<file path="src/rtl/i2s_pkg.sv">
// ---------------------------------------------------------------------------
// i2s_pkg: frame geometry shared by the I2S transmitter and receiver. Rev 1.0
// ---------------------------------------------------------------------------
`default_nettype none

package i2s_pkg;

  localparam int SAMPLE_W_DEF = 24;
  localparam int SLOTS_PER_CH = 32;
  localparam int PRESCALE_W   = 8;

  // Prescaler bit positions: bck, slot index and word clock
  localparam int BCK_BIT  = 1;
  localparam int SLOT_LSB = 2;
  localparam int SLOT_MSB = 6;
  localparam int LRCK_BIT = 7;

  localparam logic [PRESCALE_W-1:0] FRAME_LAST = '1;

  typedef enum logic {
    CH_LEFT  = 1'b0,
    CH_RIGHT = 1'b1
  } chan_e;

endpackage

`default_nettype wire

</file>
<file path="src/rtl/i2s_clkgen.sv">
// ---------------------------------------------------------------------------
// i2s_clkgen: free-running prescaler producing scki, bck and lrck. Rev 1.0
// ---------------------------------------------------------------------------
`default_nettype none

module i2s_clkgen
  import i2s_pkg::*;
(
  input  logic                  clk,
  input  logic                  reset,
  output logic [PRESCALE_W-1:0] p,
  output logic                  scki,
  output logic                  bck,
  output logic                  lrck
);

  always_ff @(posedge clk) begin
    if (reset) p <= '0;
    else       p <= p + PRESCALE_W'(1);
  end

  // Clocks are plain register bits so every consumer sees glitch-free edges
  assign bck  = p[BCK_BIT];
  assign lrck = p[LRCK_BIT];
  assign scki = clk;

endmodule

`default_nettype wire

</file>
<file path="src/rtl/i2s_tx.sv">
// ---------------------------------------------------------------------------
// i2s_tx: I2S serializer with a one-pair holding buffer. Rev 1.0
// ---------------------------------------------------------------------------
`default_nettype none

module i2s_tx
  import i2s_pkg::*;
#(
  parameter int SAMPLE_W = SAMPLE_W_DEF
) (
  input  logic                clk,
  input  logic                reset,
  input  logic [SAMPLE_W-1:0] left_in,
  input  logic [SAMPLE_W-1:0] right_in,
  input  logic                in_valid,
  output logic                in_ready,
  output logic                scki,
  output logic                bck,
  output logic                lrck,
  output logic                dout,
  output logic                sample_taken,
  output logic                underrun
);

  localparam logic [5:0] SAMPLE_W6 = 6'(SAMPLE_W);

  logic [PRESCALE_W-1:0] p;
  logic [PRESCALE_W-1:0] p_next;
  logic                  full;
  logic [SAMPLE_W-1:0]   buf_l, buf_r;
  logic [SAMPLE_W-1:0]   act_l, act_r;
  logic                  frame_load;
  logic                  accept;
  logic                  bit_edge;
  logic [5:0]            slot_next;
  logic [5:0]            bit_shift;
  logic                  in_word;
  chan_e                 chan_next;
  logic [SAMPLE_W-1:0]   ch;
  logic [SAMPLE_W-1:0]   ch_shifted;
  logic                  ser_bit;

  i2s_clkgen u_clkgen (
    .clk   (clk),
    .reset (reset),
    .p     (p),
    .scki  (scki),
    .bck   (bck),
    .lrck  (lrck)
  );

  assign frame_load = (p == FRAME_LAST);
  assign in_ready   = !full || frame_load;
  assign accept     = in_valid && in_ready;
  assign bit_edge   = (p[BCK_BIT:0] == 2'b11);

  // dout is loaded one edge ahead, so the bit is chosen from the slot about to begin
  assign p_next     = p + PRESCALE_W'(1);
  assign slot_next  = {1'b0, p_next[SLOT_MSB:SLOT_LSB]};
  assign chan_next  = chan_e'(p_next[LRCK_BIT]);
  assign ch         = (chan_next == CH_RIGHT) ? act_r : act_l;
  assign in_word    = (slot_next != 6'd0) && (slot_next <= SAMPLE_W6);
  assign bit_shift  = SAMPLE_W6 - slot_next;
  assign ch_shifted = ch >> bit_shift;
  assign ser_bit    = in_word && ch_shifted[0];

  always_ff @(posedge clk) begin
    if (reset) begin
      full         <= 1'b0;
      buf_l        <= '0;
      buf_r        <= '0;
      act_l        <= '0;
      act_r        <= '0;
      dout         <= 1'b0;
      sample_taken <= 1'b0;
      underrun     <= 1'b0;
    end else begin
      sample_taken <= frame_load && full;

      if (frame_load) begin
        if (full) begin
          act_l <= buf_l;
          act_r <= buf_r;
        end else begin
          act_l    <= '0;
          act_r    <= '0;
          underrun <= 1'b1;
        end
      end

      // A same-cycle accept refills the buffer after its old contents moved out
      if (accept) begin
        buf_l <= left_in;
        buf_r <= right_in;
        full  <= 1'b1;
      end else if (frame_load) begin
        full <= 1'b0;
      end

      if (bit_edge) dout <= ser_bit;
    end
  end

endmodule

`default_nettype wire

</file>
<file path="config.mk">
export PLATFORM = sky130hd
export DESIGN_NAME = i2s_tx
export DESIGN_NICKNAME = d
export VERILOG_FILES = /design/src/rtl/i2s_pkg.sv /design/src/rtl/i2s_clkgen.sv /design/src/rtl/i2s_tx.sv
export SDC_FILE = /design/constraint.sdc
export NUM_CORES = 1
export LEC_CHECK = 0
export CAP_MARGIN = 20
export CORE_ASPECT_RATIO = 1.75
export CORE_UTILIZATION = 62
export CTS_BUF_LIST = sky130_fd_sc_hd__clkbuf_2 sky130_fd_sc_hd__clkbuf_4 sky130_fd_sc_hd__clkbuf_8
export DETAILED_ROUTE_END_ITERATION = 10
export PLACE_DENSITY = 0.95
export SYNTH_ARGS = -nofsm -noshare
export SYNTH_HDL_FRONTEND = slang
export SYNTH_SLANG_ARGS = --single-unit
</file>
<file path="constraint.sdc">
create_clock -name clk -period 5.2 [get_ports clk]
set_input_delay 1.04 -clock clk [delete_from_list [all_inputs] [get_ports clk]]
set_output_delay 1.04 -clock clk [all_outputs]
set_load 0.005 [all_outputs]
</file>
======== Word level (Yosys, flattened, before mapping) ========
Cells that the tools add are included.
word-level totals
  register bits after elaboration ......... 108
  input bits .............................. 51
  output and inout bits ................... 7
  logic and storage cells ................. 30
operators by class
  add/sub/neg operators ................... 2
  $lt $le $gt $ge ......................... 1
  eq/ne operators ......................... 2
  shifts and indexed selects .............. 1
  mux-type cells .......................... 5
  bitwise gates (word level) .............. 1
  reductions and logical operators ........ 9
operators by type and width
  kind                   count
  $mux W24               3
  $shr A24 B6 Y1         1
  $add A8 B1 Y8 const B  1
  $eq A8 B8 Y1 const B   1
  $reduce_bool A6 Y1     1
  $sub A5 B5 Y6 const A  1
  $le A5 B5 Y1 const B   1
  $logic_and A1 B1 Y1    4
  $eq A2 B2 Y1 const B   1
  $mux W1                2
  $reduce_and A2 Y1      1
  $reduce_bool A2 Y1     1
  $logic_not A1 Y1       1
  $logic_or A1 B1 Y1     1
  $not A1 Y1             1

======== Logic depth before layout (Yosys ltp) ========
  depth after elaboration ................. 4
  depth in mapped cells ................... 13
  mapped depth without buffers ............ 11

======== By module ========
From an unflattened synthesis, not the netlist that was laid out.
second synthesis, totals
  cell total of the unflattened synthesis .. 499
  area total of the unflattened synthesis .. 4,425.5 um2
by module, submodules not included
  module      times used  cells each  area an instance (um2)  sequential area each (um2)
  i2s_tx      1           463         4,098.9                 2,001.9
  i2s_clkgen  1           36          326.6                   160.2

==> impl_summary.txt <==
----------------------------------------------------
[Floorplanning]
  Total Die Area ... 0.007733 mm2
  Core Rows ... 41
  Die Span Y ... 115.6 um
  Number of top-level design ports ... 58
  Initial Utilization ... 63.64%
  Die width ... 66.91 um
  Placeable core region ... 0.007182 mm2

[Clock network]
  Clock slew at the register clock pins of the worst setup and hold paths ... 0.10 ns
  Post-cts sizing count ... 0
  Clock tree from TritonCTS ... done
  Number of hold buffers added after cts ... 0
  Clock insertion delay at the later pin of the skew report ... 0.48 ns
  Number of buffers added for setup after CTS ... 0

[Worst setup path]
  End point of the critical path ... scki
  Worst r2r dst ... dout$_SDFFE_PP0P_
  Critical path cell sequence ... clkbuf_8 > clkbuf_8 > clkdlybuf4s50_1
  Reg-to-reg critical path startpoint ... u_clkgen.p[1]$_SDFF_PP0_
  Crit path max-delay cell type ... sky130_fd_sc_hd__clkdlybuf4s50_1
  FF-to-FF path depth ... 12
  Crit path launch ... clk
  Type of the worst setup path ... clk -> out
  Critical-path maximum fanout ... 2
  Endpoint kind of the worst setup timing path ... output pin
  Critical Path Start Type ... clock port
  Setup slack, reg-to-reg ... 1.36 ns
  Critical path data arrival time ... 3.26 ns
  Cell repeated most along the worst path ... sky130_fd_sc_hd__clkbuf_8
  Delay contributed by the slowest stage of the critical path ... 0.43 ns
  Data required time of the critical path ... 4.16 ns

[GRT]
  Met3 Use GR ... 6.299%
  Overall track demand over capacity in global routing ... 33.11%
  Overflow left after global routing ... 0
  Met1 global-route usage ... 37.62%
  Highest-utilization routing layer at the global route stage ... met2
  Global-route wire length before repair ... 18800 um
  Met2 track demand over resource ... 55.49%
  Antenna violations before repair ... 0
  Number of global-route vias before repair ... 3807
  Largest net degree at the start of global routing ... 49

[STA]
  Worst clock skew ... 0.01153 ns
  Max-slew headroom at the worst pin ... 54.22%
  Final-report setup violation count ... 0
  RSZ-0062 raised after global routing ... false
  Slew at the pin closest to its max-slew limit ... 0.6868 ns
  Final hold violation count ... 0
  Setup TNS ... 0 ns
  Final slew viol count ... 0

[Routing]
  Wire length per cell after detailed routing ... 18.42 um
  DRT Wirelength ... 12100 um
  Routed via count ... 4042
  Antenna Violating Nets Remaining ... 0
  Number of detailed-route iterations in the first pass ... 5
  Violation count after the first detailed-routing iteration ... 344
  # DRC ... 0
  Detail-routed via count per cell ... 6.152

[Cells and area]
  Area delta synth->final ... 18.64%
  Fraction of layout instances using a drive strength above 1 ... 7.356%
  Number of inserted filler cells in the final layout ... 517
  Fraction of the core area covered by cells at the end of the flow ... 75.51%
  Inserted Diodes ... 0
  Nets ... 619

[Pwr]
  Net switching power of the design ... 413.1 uW
  Power Internal ... 1.325 mW
  Worst voltage drop across the vdd grid ... 0.0002544 V
  Switching power share of the total ... 23.76%
  Total power ... 1.738 mW
  Ratio of total power to cell area ... 320.6 mW/mm2
  Leakage power ... 2.020 nW
  Share of power burned in the clock network ... 40.3%
  Proportion of power drawn by flip-flops and latches ... 49.7%
  Portion of total power attributed to combinational logic ... 10.0%

[Synthesis]
  Post-synth EDFFs ... 0
  Ys async rst share ... 0%
  Net Count, Synth ... 581
  Most used flip-flop cell after synthesis ... sky130_fd_sc_hd__dfxtp_1
  Count of warnings emitted by yosys ... 0
  Register bit total from synthesis ... 108
  Post-synthesis sequential area ratio ... 47.30%
  Largest family of logic cells by synthesized area ... compound AO/OA/AOI/OAI gates
  Number of distinct standard cells referenced by the synthesized netlist ... 59
  Xor-xnor portion of the synthesized cell area ... 2.245%
  Mux cell area share after synthesis ... 1.642%
  Adder and majority gate portion of the synthesized area ... 0.5475%
  Post-Synthesis Cell Area ... 0.004571 mm2
  Synthesized instance count ... 528
  Compound-cell area share of the yosys netlist ... 23.41%
  Post-synthesis area per instance ... 8.657 um2
  Share of synthesized cell area in and, or, nand and nor gates ... 20.07%

[Place]
  Routability cong. ... 0.8862
  # port buffers ... 57
  HPWL after DPL ... 8538 um

[Worst hold path]
  Class of the tightest hold or removal check ... reg -> reg

[Flow run]
  Max-cap violations ... 0

[Status]
  Run status ... complete, no violations

----------------------------------------------------
==> registers in the layout, indices dropped and copies added, names as in the netlist <==
name          cells
act_r            24
sample_taken      1
buf_r            24
full              1
buf_l            24
act_l            24
underrun          1
u_clkgen.p        8
dout              1
==> how the worst min path moves through the flow <==
stage | start | end | slack, ns | cells after the start
floorplan | u_clkgen.p[0]$_SDFF_PP0_ | u_clkgen.p[0]$_SDFF_PP0_ | 0.43 | 1
global placement | u_clkgen.p[0]$_SDFF_PP0_ | u_clkgen.p[0]$_SDFF_PP0_ | 0.44 | 1
detailed placement | buf_l[20]$_SDFFE_PP0P_ | buf_l[20]$_SDFFE_PP0P_ | 0.45 | 2
CTS | buf_l[9]$_SDFFE_PP0P_ | buf_l[9]$_SDFFE_PP0P_ | 0.46 | 2
global route | buf_l[10]$_SDFFE_PP0P_ | buf_l[10]$_SDFFE_PP0P_ | 0.48 | 2
finish | buf_r[10]$_SDFFE_PP0P_ | buf_r[10]$_SDFFE_PP0P_ | 0.46 | 2
==> cell usage after synthesis (2+ instances only) <==
cell	n	share of area (%)
sky130_fd_sc_hd__nand2_1	124	10
sky130_fd_sc_hd__and3_1	8	1.1
sky130_fd_sc_hd__xnor2_1	3	0.57
sky130_fd_sc_hd__a211oi_1	15	2.5
sky130_fd_sc_hd__a22o_1	48	9.2
sky130_fd_sc_hd__inv_1	4	0.33
sky130_fd_sc_hd__dfxtp_1	108	47
sky130_fd_sc_hd__o31ai_1	2	0.33
sky130_fd_sc_hd__mux2i_1	3	0.66
sky130_fd_sc_hd__or3_1	3	0.41
sky130_fd_sc_hd__nor3_1	6	0.66
sky130_fd_sc_hd__buf_2	3	0.33
sky130_fd_sc_hd__nand2b_1	13	1.8
sky130_fd_sc_hd__mux2_2	2	0.49
sky130_fd_sc_hd__a22oi_1	7	1.1
sky130_fd_sc_hd__o22ai_1	2	0.27
sky130_fd_sc_hd__clkbuf_1	28	2.3
sky130_fd_sc_hd__buf_4	2	0.33
sky130_fd_sc_hd__a31oi_1	5	0.68
sky130_fd_sc_hd__buf_6	4	0.99
sky130_fd_sc_hd__or4_1	2	0.33
sky130_fd_sc_hd__nor4_1	2	0.27
sky130_fd_sc_hd__buf_1	4	0.33
sky130_fd_sc_hd__and2_1	4	0.55
sky130_fd_sc_hd__nor2_1	20	1.6
sky130_fd_sc_hd__o21ai_0	6	0.66
sky130_fd_sc_hd__nand3_1	11	1.2
sky130_fd_sc_hd__a21oi_1	52	5.7
sky130_fd_sc_hd__xor2_1	6	1.1
sky130_fd_sc_hd__ha_1	2	0.55
==> cells by family (layout without fill, tap and decap cells) <==
group                    Yosys count  after routing
multiplexers                       6              6
AND/OR/NAND/NOR                  204            204
buffers and inverters             47             90
AO/OA/AOI/OAI                    151            151
adder cells (fa/ha/maj)            2              2
XOR/XNOR                          10             10
flip-flops                       108            108
==> power by group through the flow <==
stage | Sequential [mW] | Combinational (mW) | Clock, mW
after floorplan | 0.879 | 0.103 | 0.0125
after global placement | 0.881 | 0.167 | 0.0162
after detailed placement | 0.883 | 0.172 | 0.0162
after CTS | 0.864 | 0.173 | 0.701
after global routing | 0.867 | 0.190 | 0.742
final | 0.864 | 0.174 | 0.700
==> layer usage <==
| layer | vias to the layer above | share of wire, % |
|---|---|---|
| met5 | - | 0 |
| met4 | 0 | 5.1 |
| met3 | 38 | 3.8 |
| met2 | 123 | 53 |
| met1 | 1939 | 38 |
| li1 | 1942 | - |
==> through the flow <==
stage                     cell area (um2)  cells  hold slack (ns)  setup WS [ns]
after floorplan                      4571    528           0.4254          1.449
after global placement               5131    638           0.4412          1.146
after detailed placement             5131    638           0.4467          1.146
after CTS                            5423    657           0.4624         0.8924
after global routing                 5423    657           0.4752         0.8692
final                                5423    657           0.4634         0.8994
==> layout by cell type, fill, tap and decap left out, types with 4 or more instances in the layout <==
cell type and instances:
sky130_fd_sc_hd__a211oi_1 15, sky130_fd_sc_hd__a21oi_1 52, sky130_fd_sc_hd__a22o_1 48, sky130_fd_sc_hd__a22oi_1 7, sky130_fd_sc_hd__a31oi_1 4, sky130_fd_sc_hd__and2_1 4
sky130_fd_sc_hd__and3_1 8, sky130_fd_sc_hd__buf_4 9, sky130_fd_sc_hd__clkbuf_8 12, sky130_fd_sc_hd__clkdlybuf4s50_1 56, sky130_fd_sc_hd__dfxtp_1 108, sky130_fd_sc_hd__inv_1 4
sky130_fd_sc_hd__nand2_1 124, sky130_fd_sc_hd__nand2b_1 13, sky130_fd_sc_hd__nand3_1 11, sky130_fd_sc_hd__nor2_1 20, sky130_fd_sc_hd__nor3_1 6, sky130_fd_sc_hd__o21ai_0 6
sky130_fd_sc_hd__xor2_1 6
==> worst max-delay path: cells and delay by family <==
| family | cells | cell delay, ns |
|---|---|---|
| buffers and inverters | 3 | 0.66 |
==> cell type report <==
type | instances | area, um2 | area share (%)
clock buffers | 14 | 182.7 | 3.369
clock inverters | 6 | 118.9 | 2.192
inverters | 5 | 18.77 | 0.3461
multi-input cells | 373 | 2210 | 40.75
flip-flops and latches | 108 | 2162 | 39.87
well taps | 86 | 107.6 | 1.984
repair buffers | 65 | 623.1 | 11.49
Note: power is estimated with default switching activity, not from simulation.
